`src/rtl/memoria_pkg.sv`:
```
// Shared types and default sizes for the memoria RAM controller.
package memoria_pkg;

    typedef enum logic {
        ST_INIT,
        ST_IDLE
    } state_t;

    localparam int DATA_W_DEF = 8;
    localparam int ADDR_W_DEF = 5;

endpackage

```
`src/rtl/memoria_ram_core.sv`:
```
// Plain synchronous RAM array: one write port, one registered read port.
module memoria_ram_core
    import memoria_pkg::*;
#(
    parameter int DATA_W = DATA_W_DEF,
    parameter int ADDR_W = ADDR_W_DEF
) (
    input  logic              clock,
    input  logic              reset,
    input  logic              we,
    input  logic              re,
    input  logic [ADDR_W-1:0] addr,
    input  logic [DATA_W-1:0] wdata,
    output logic [DATA_W-1:0] rdata
);

    localparam int DEPTH = 2 ** ADDR_W;

    logic [DATA_W-1:0] mem_q [DEPTH];
    logic [DATA_W-1:0] rdata_q;
    logic [DATA_W-1:0] rdata_d;

    // Array is sampled before the same-edge write lands, so reads are read-first.
    always_comb begin
        rdata_d = rdata_q;
        if (re) begin
            rdata_d = mem_q[addr];
        end
    end

    always_ff @(posedge clock) begin
        if (we) begin
            mem_q[addr] <= wdata;
        end
    end

    always_ff @(posedge clock) begin
        if (reset) begin
            rdata_q <= '0;
        end else begin
            rdata_q <= rdata_d;
        end
    end

    assign rdata = rdata_q;

endmodule

```
`src/rtl/memoria_ram_ctrl.sv`:
```
// RAM controller: post-reset clear sweep, read valid flag, auto-increment pointer.
// Optional MEM_WRITE_FIRST_EN: same-cycle write+read returns the new data on q.
module memoria_ram_ctrl
    import memoria_pkg::*;
#(
    parameter int                DATA_W   = DATA_W_DEF,
    parameter int                ADDR_W   = ADDR_W_DEF,
    parameter logic [DATA_W-1:0] INIT_VAL = '0
) (
    input  logic              clock,
    input  logic              reset,
    input  logic [ADDR_W-1:0] address,
    input  logic [DATA_W-1:0] data,
    input  logic              wren,
    input  logic              rden,
    input  logic              auto_inc,
    output logic [DATA_W-1:0] q,
    output logic              q_valid,
    output logic              busy,
    output logic [ADDR_W-1:0] ptr
);

    localparam int DEPTH = 2 ** ADDR_W;
    localparam logic [ADDR_W-1:0] LAST = ADDR_W'(DEPTH - 1);

    state_t            state_q, state_d;
    logic [ADDR_W-1:0] cnt_q, cnt_d;
    logic [ADDR_W-1:0] ptr_q, ptr_d;
    logic              busy_q, busy_d;
    logic              q_valid_q, q_valid_d;

    logic [ADDR_W-1:0] ea;
    logic              mem_we;
    logic              mem_re;
    logic [ADDR_W-1:0] mem_addr;
    logic [DATA_W-1:0] mem_wdata;
    logic [DATA_W-1:0] core_rdata;

    assign ea = auto_inc ? ptr_q : address;

    always_comb begin
        state_d   = state_q;
        cnt_d     = cnt_q;
        ptr_d     = ptr_q;
        busy_d    = busy_q;
        q_valid_d = 1'b0;
        mem_we    = 1'b0;
        mem_re    = 1'b0;
        mem_addr  = ea;
        mem_wdata = data;
        unique case (state_q)
            ST_INIT: begin
                mem_we    = 1'b1;
                mem_addr  = cnt_q;
                mem_wdata = INIT_VAL;
                cnt_d     = cnt_q + 1'b1;
                if (cnt_q == LAST) begin
                    state_d = ST_IDLE;
                    busy_d  = 1'b0;
                end
            end
            ST_IDLE: begin
                mem_we    = wren;
                mem_re    = rden;
                q_valid_d = rden;
                // One step per access even when both wren and rden are set.
                if (auto_inc && (wren || rden)) begin
                    ptr_d = ptr_q + 1'b1;
                end
            end
        endcase
    end

    always_ff @(posedge clock) begin
        if (reset) begin
            state_q   <= ST_INIT;
            cnt_q     <= '0;
            ptr_q     <= '0;
            busy_q    <= 1'b1;
            q_valid_q <= 1'b0;
        end else begin
            state_q   <= state_d;
            cnt_q     <= cnt_d;
            ptr_q     <= ptr_d;
            busy_q    <= busy_d;
            q_valid_q <= q_valid_d;
        end
    end

    memoria_ram_core #(
        .DATA_W(DATA_W),
        .ADDR_W(ADDR_W)
    ) u_core (
        .clock(clock),
        .reset(reset),
        .we   (mem_we),
        .re   (mem_re),
        .addr (mem_addr),
        .wdata(mem_wdata),
        .rdata(core_rdata)
    );

`ifdef MEM_WRITE_FIRST_EN
    logic              fwd_q, fwd_d;
    logic [DATA_W-1:0] fwd_data_q, fwd_data_d;

    // Remember whether the last accepted read collided with a write; q holds until the next read.
    always_comb begin
        fwd_d      = fwd_q;
        fwd_data_d = fwd_data_q;
        if (mem_re) begin
            fwd_d      = mem_we;
            fwd_data_d = data;
        end
    end

    always_ff @(posedge clock) begin
        if (reset) begin
            fwd_q      <= 1'b0;
            fwd_data_q <= '0;
        end else begin
            fwd_q      <= fwd_d;
            fwd_data_q <= fwd_data_d;
        end
    end

    assign q = fwd_q ? fwd_data_q : core_rdata;
`else
    assign q = core_rdata;
`endif

    assign q_valid = q_valid_q;
    assign busy    = busy_q;
    assign ptr     = ptr_q;

endmodule

```
`config.mk`:
```
export PLATFORM = sky130hd
export DESIGN_NAME = memoria_ram_ctrl
export DESIGN_NICKNAME = d
export VERILOG_FILES = /design/src/rtl/memoria_pkg.sv /design/src/rtl/memoria_ram_core.sv /design/src/rtl/memoria_ram_ctrl.sv
export SDC_FILE = /design/constraint.sdc
export NUM_CORES = 1
export LEC_CHECK = 0
export BUFFER_PORTS_ARGS = -buffer_cell sky130_fd_sc_hd__buf_2
export CAP_MARGIN = 10
export CORE_UTILIZATION = 35
export DETAILED_ROUTE_END_ITERATION = 12
export PLACE_DENSITY = 0.63
export SETUP_SLACK_MARGIN = 0.1
export SKIP_CTS_REPAIR_TIMING = 1
export SLEW_MARGIN = 20
export SYNTH_ARGS = -nofsm -noshare
export SYNTH_HDL_FRONTEND = slang
export SYNTH_SLANG_ARGS = --single-unit
```
`constraint.sdc`:
```
create_clock -name clock -period 2.35 [get_ports clock]
set_clock_uncertainty 0.1 [all_clocks]
set_input_delay 0.1175 -clock clock [delete_from_list [all_inputs] [get_ports clock]]
set_output_delay 0.1175 -clock clock [all_outputs]
set_load 0.05 [all_outputs]
```
# [After elaboration in Yosys (flattened, before gate mapping)]
# Memories as Yosys holds them, arrays and structs flattened. A register that Yosys moved wholly into a read port is not among the register bits.
# Cells that the tools add are included.
[classes] n_eq_ne=1 n_div=0 add_sub_neg=2 muxes=9 n_reduce_logical=4 magnitude_cmp=0 multipliers=0 shift=0 bitwise_logic=1
[ops] op="5-bit by 1-bit adder with 5-bit output (second input constant)" n=2
[ops] op="5-bit 2-to-1 mux" n=2
[ops] op="8-bit 2-to-1 mux" n=1
[ops] op="5-bit equality test (second input constant)" n=1
[ops] op="1-bit 2-to-1 mux" n=5
[ops] op="2-bit AND reduction" n=2
[ops] op="1-bit case mux with 2 select lines" n=1
[ops] op="1-bit logical AND" n=1
[ops] op="1-bit logical OR" n=1
[ops] op="1-bit NOT" n=1
[totals] latchBits=0 mem_count=1 ram_bits=256 rom_bits=0 regBits=13 wordCells=23 in_bits=18 out_inout_bits=15
[mem_list] name="u_core.mem_q" words=32 width=8 read_ports=1 rd_ports_with_merged_regs=1 write_ports=1 line_no="memoria_ram_core.sv:19" rtl="logic [DATA_W-1:0] mem_q [DEPTH];"

# [Depth between registers and ports, before layout]
[logic_depth] depth_word=4 mapped_depth=11 ltp_nobuf=7

# [Hierarchy]
# From an unflattened synthesis, not the netlist that was laid out.
[unflattened] hier_cells=595 hier_area_um2=11133.2
[by_module_without_submodules] mod="memoria_ram_core" cells_each=515 instances=1 seq_area_each_um2=7847.5 area_per_inst_um2=10421.2
[by_module_without_submodules] mod="memoria_ram_ctrl" cells_each=80 instances=1 seq_area_each_um2=260.2 area_per_inst_um2=711.9

# [Worst setup path after synthesis]
# No wires, ideal clock.
[synth_timing] kind="reg2reg" from="register ptr_q[0], in the netlist ptr[0]" to="memory u_core.mem_q[23][0] (netlist bit), enable pin" setup_slack_ps=-505 path_buffers=3 t_required_ps=1880 arrival_time_ps=2384 setup_time_ps=370 synth_period_minus_slack_ps=2855 stages_incl_launch_ff=8 cell_sequence="dfxtp_1 > mux2i_4 > a21boi_4 > buf_4 > buf_6 > buf_2 > nand3_1 > nor2_1"
[synth_via] elab_chain_len=2
[synth_lines] element="start, declared" line_no="memoria_ram_ctrl.sv:28" rtl="logic [ADDR_W-1:0] ptr_q, ptr_d;"
[synth_lines] element="start signal, assigned" line_no="memoria_ram_ctrl.sv:84" rtl="ptr_q <= ptr_d;"
[synth_lines] element="5-bit 2-to-1 mux" line_no="memoria_ram_ctrl.sv:39" rtl="assign ea = auto_inc ? ptr_q : address;"
[synth_lines] element="5-bit 2-to-1 mux" line_no="memoria_ram_ctrl.sv:51" rtl="unique case (state_q)"
[synth_lines] element="end, declared" line_no="memoria_ram_core.sv:19"
# Every way passes these cells.

# [Worst setup path in the final report]
[layout_timing] from="register state_q" to="register u_core.rdata_q[1], in the netlist u_core.rdata[1], read port of u_core.mem_q"
[layout_via] elab_chain_len=1 word_cells_on_any_way=2 cone_classes="2 x mux"
[layout_lines] element="start, declared" line_no="memoria_ram_ctrl.sv:26" rtl="state_t state_q, state_d;"
[layout_lines] element="start signal, assigned" line_no="memoria_ram_ctrl.sv:82" rtl="state_q <= state_d;"
[layout_lines] element="5-bit 2-to-1 mux or 1-bit 2-to-1 mux (tied branches)"
[layout_lines] element="end, declared" line_no="memoria_ram_core.sv:20" rtl="logic [DATA_W-1:0] rdata_q;"
# Parallel ways exist; a longest one is shown, timed or not.
# A chain may end at the register's enable or synchronous reset.

==> flow_summary.toml <==
[outcome]
status = "completed"

[detailed_routing]
drc = 0
vias_per_cell = 5.32
wirelength_um = 31400
drt_iter0_drc = 741
top_layer_used = "met4"
wl_met1_um = 13400
vias = 7031
wl_per_cell_um = 23.7
routed-wl-met3_um = 2510
wl_met2_um = 14500
dr.pass1.iters = 5
postRouteAntennaNets = 0

[layout]
final_nets = 889
area_delta_synth_final_pct = 29.7
layout_common_cells = "edfxtp_1 (256), buf_4 (97), nand2_1 (65)"
multiInputGateArea_um2 = 3610
fillCellCount = 2691
diodes = 0
final_common_cell = "edfxtp_1"
drive_gt1_share_pct = 37.2
register_area_um2 = 8120

[floorplanning]
die-area_um2 = 33500
core-area_um2 = 31900
rows = 65
io_pins = 33
start_util_pct = 36.0
die_width_um = 183
die_h_um = 183

[critical_path]
critPathCaptureType = "flip-flop"
slowest_stage = "dfxtp_4"
cp_num_buf_inv = 5
crit_type = "reg2reg"
cpMostUsedCell = "buf_4"
reg2reg_slack_ns = 0.02
worstPathCellList = "or2_4 > a21boi_4 > buf_6 > buf_12 > buf_4 > buf_4 > nand2_2 > a21oi_2 > a22o_1 > a221oi_2 > buf_4 > a311oi_1"
slowest_delay_ns = 0.36
required_ns = 2.66
crit_family = "buffers and inverters"
worst_setup_path_start_kind = "flip-flop"
cp_data_arrival_time_ns = 2.64
worstPathMaxFanout = 7

[logic_synthesis]
synthDistinctLibCells = 53
ys_ff_latch = 277
netlist_area_um2 = 11500
synth-edff-count = 256
netlist_instances = 703
ys_seq_area_share_pct = 70.7
post-synth-top-area-fraction_pct = 67.0
synth_area_leaders = "edfxtp_1 (67%), mux4_2 (5.3%), mux4_1 (4.4%)"
ys.flop_type = "edfxtp_1"
yosysTopAreaCell = "edfxtp_1"
synth_area_per_cell_um2 = 16.3
synth_warnings = 0
synth-async-reset-ratio_pct = 0
synth_nets = 724

[timing]
min_period_over_period_pct = 99.2
rsz0062_at_grt = "true"
finalHoldViolCount = 0
hold_ws_ns = 0.0436
final.setup.tns_ns = 0
final.min_clock_period_ns = 2.33
tightest_slew_ns = 0.617
finalSetupViolCount = 0
maxSlewViolCount = 0
max_freq_mhz = 429
slew_headroom_pct = 58.7

[global_route]
track_usage_pct = 18.0
antenna_found_initial = 0
grt_max_degree = 33
grt_pass1_wl_um = 43800
gr-total-overflow = 0
grt_pass1_vias = 6797

[job]
drv_cap = 0

[clocking]
h-tree-depth = 1
clock-root-buffer = "clkbuf_16"
clockBufferDepth = 3
clkTransAtPathRegs_ns = 0.06
insertion_delay_ns = 0.55
cts_sinks = 277
tritoncts = "done"
cts_buffers = 29

[power]
power.leakage_nw = 5.31
ir_drop_mv = 0.575
p_per_area_nw_per_um2 = 734

[place]
dp.final_hpwl_um = 19700
io_buffer_count = 32
place_congestion = 0.916

[worst_hold_path]
min_path_type = "in2reg"
-- stage by stage --
step	utilization (%)	std cells	total power, mW	area, um2	setup slack [ns]
finish	46.7	1322	10.9	14900	0.0191
global route	46.7	1322	11.2	14900	-0.0415
CTS	44.2	1284	10.8	14100	-0.152
detailed placement	41.2	1234	6.36	13200	-0.142
global placement	41.2	1234	6.36	13200	-0.157
floorplan	-	703	5.98	11800	0.101
-- flip-flops by register name (all words and copies together) (netlist names) --
register      count
q_valid           1
state_q           1
cnt_q             5
busy              1
u_core.rdata      8
ptr               5
u_core.mem_q    256
-- routing by layer --
layer / up-vias / GRT usage [%]
met5: - / 0
met4: 0 / 6.47
met3: 66 / 3.14
met2: 306 / 28.2
met1: 3562 / 25.1
li1: 3097 / -
-- worst min-delay path, stage by stage --
cell,delay (ns)
buf_2,0.09
o211a_1,0.26
mux2i_1,0.10
nor2_1,0.07
-- path summary, 6_finish.rpt --
path,end,startpoint,cells after the start
hold reg to reg,busy$_SDFFE_PP1P_,busy$_SDFFE_PP1P_,1
setup / recovery,u_core.rdata[1]$_SDFFE_PP0P_,state_q$_SDFF_PP0_,12
setup reg to reg,u_core.rdata[1]$_SDFFE_PP0P_,state_q$_SDFF_PP0_,12
hold / removal,ptr[1]$_SDFFE_PP0P_,wren,4
-- area by class of cell --
class / instances / share of cell area (%)
Sequential cell: 277 / 54.6
Multi-Input combinational cell: 382 / 24.3
Timing Repair Buffer: 173 / 11.1
Clock buffer: 40 / 5.43
Tap cell: 435 / 3.66
Clock inverter: 10 / 0.841
Inverter: 5 / 0.126
-- synth_stat cells (all sizes together) (2+ instances only) --
cell type,number
and3,5
nor3b,2
a311oi,5
a221oi,2
a31oi,9
buf,33
mux4,46
nand2,67
nor2,56
ha,3
xor2,4
nor3,3
nor2b,6
nor4,5
o21bai,3
o21ai,2
dfxtp,21
xnor2,2
nand4,7
clkbuf,4
nand3,19
a21o,14
nand2b,3
edfxtp,256
mux2,4
a211oi,12
inv,5
mux2i,16
a22oi,5
and2,11
a21oi,61
a22o,2
-- where the power goes --
| group | switching (mW) | internal (mW) | total, mW |
|---|---|---|---|
| logic | 0.548 | 0.469 | 1.02 |
| registers | 0.0187 | 5.36 | 5.38 |
| clock network | 1.82 | 2.70 | 4.52 |
| total | 2.38 | 8.53 | 10.9 |
-- cell families after synthesis --
logic type / synth area share [%]
compound gates: 6.98
simple gates: 7.38
buf+inv: 2.59
xor+xnor: 0.458
fa+ha+maj: 0.327
mux: 11.6
flops: 70.7
(Power assumes the default switching activity.)
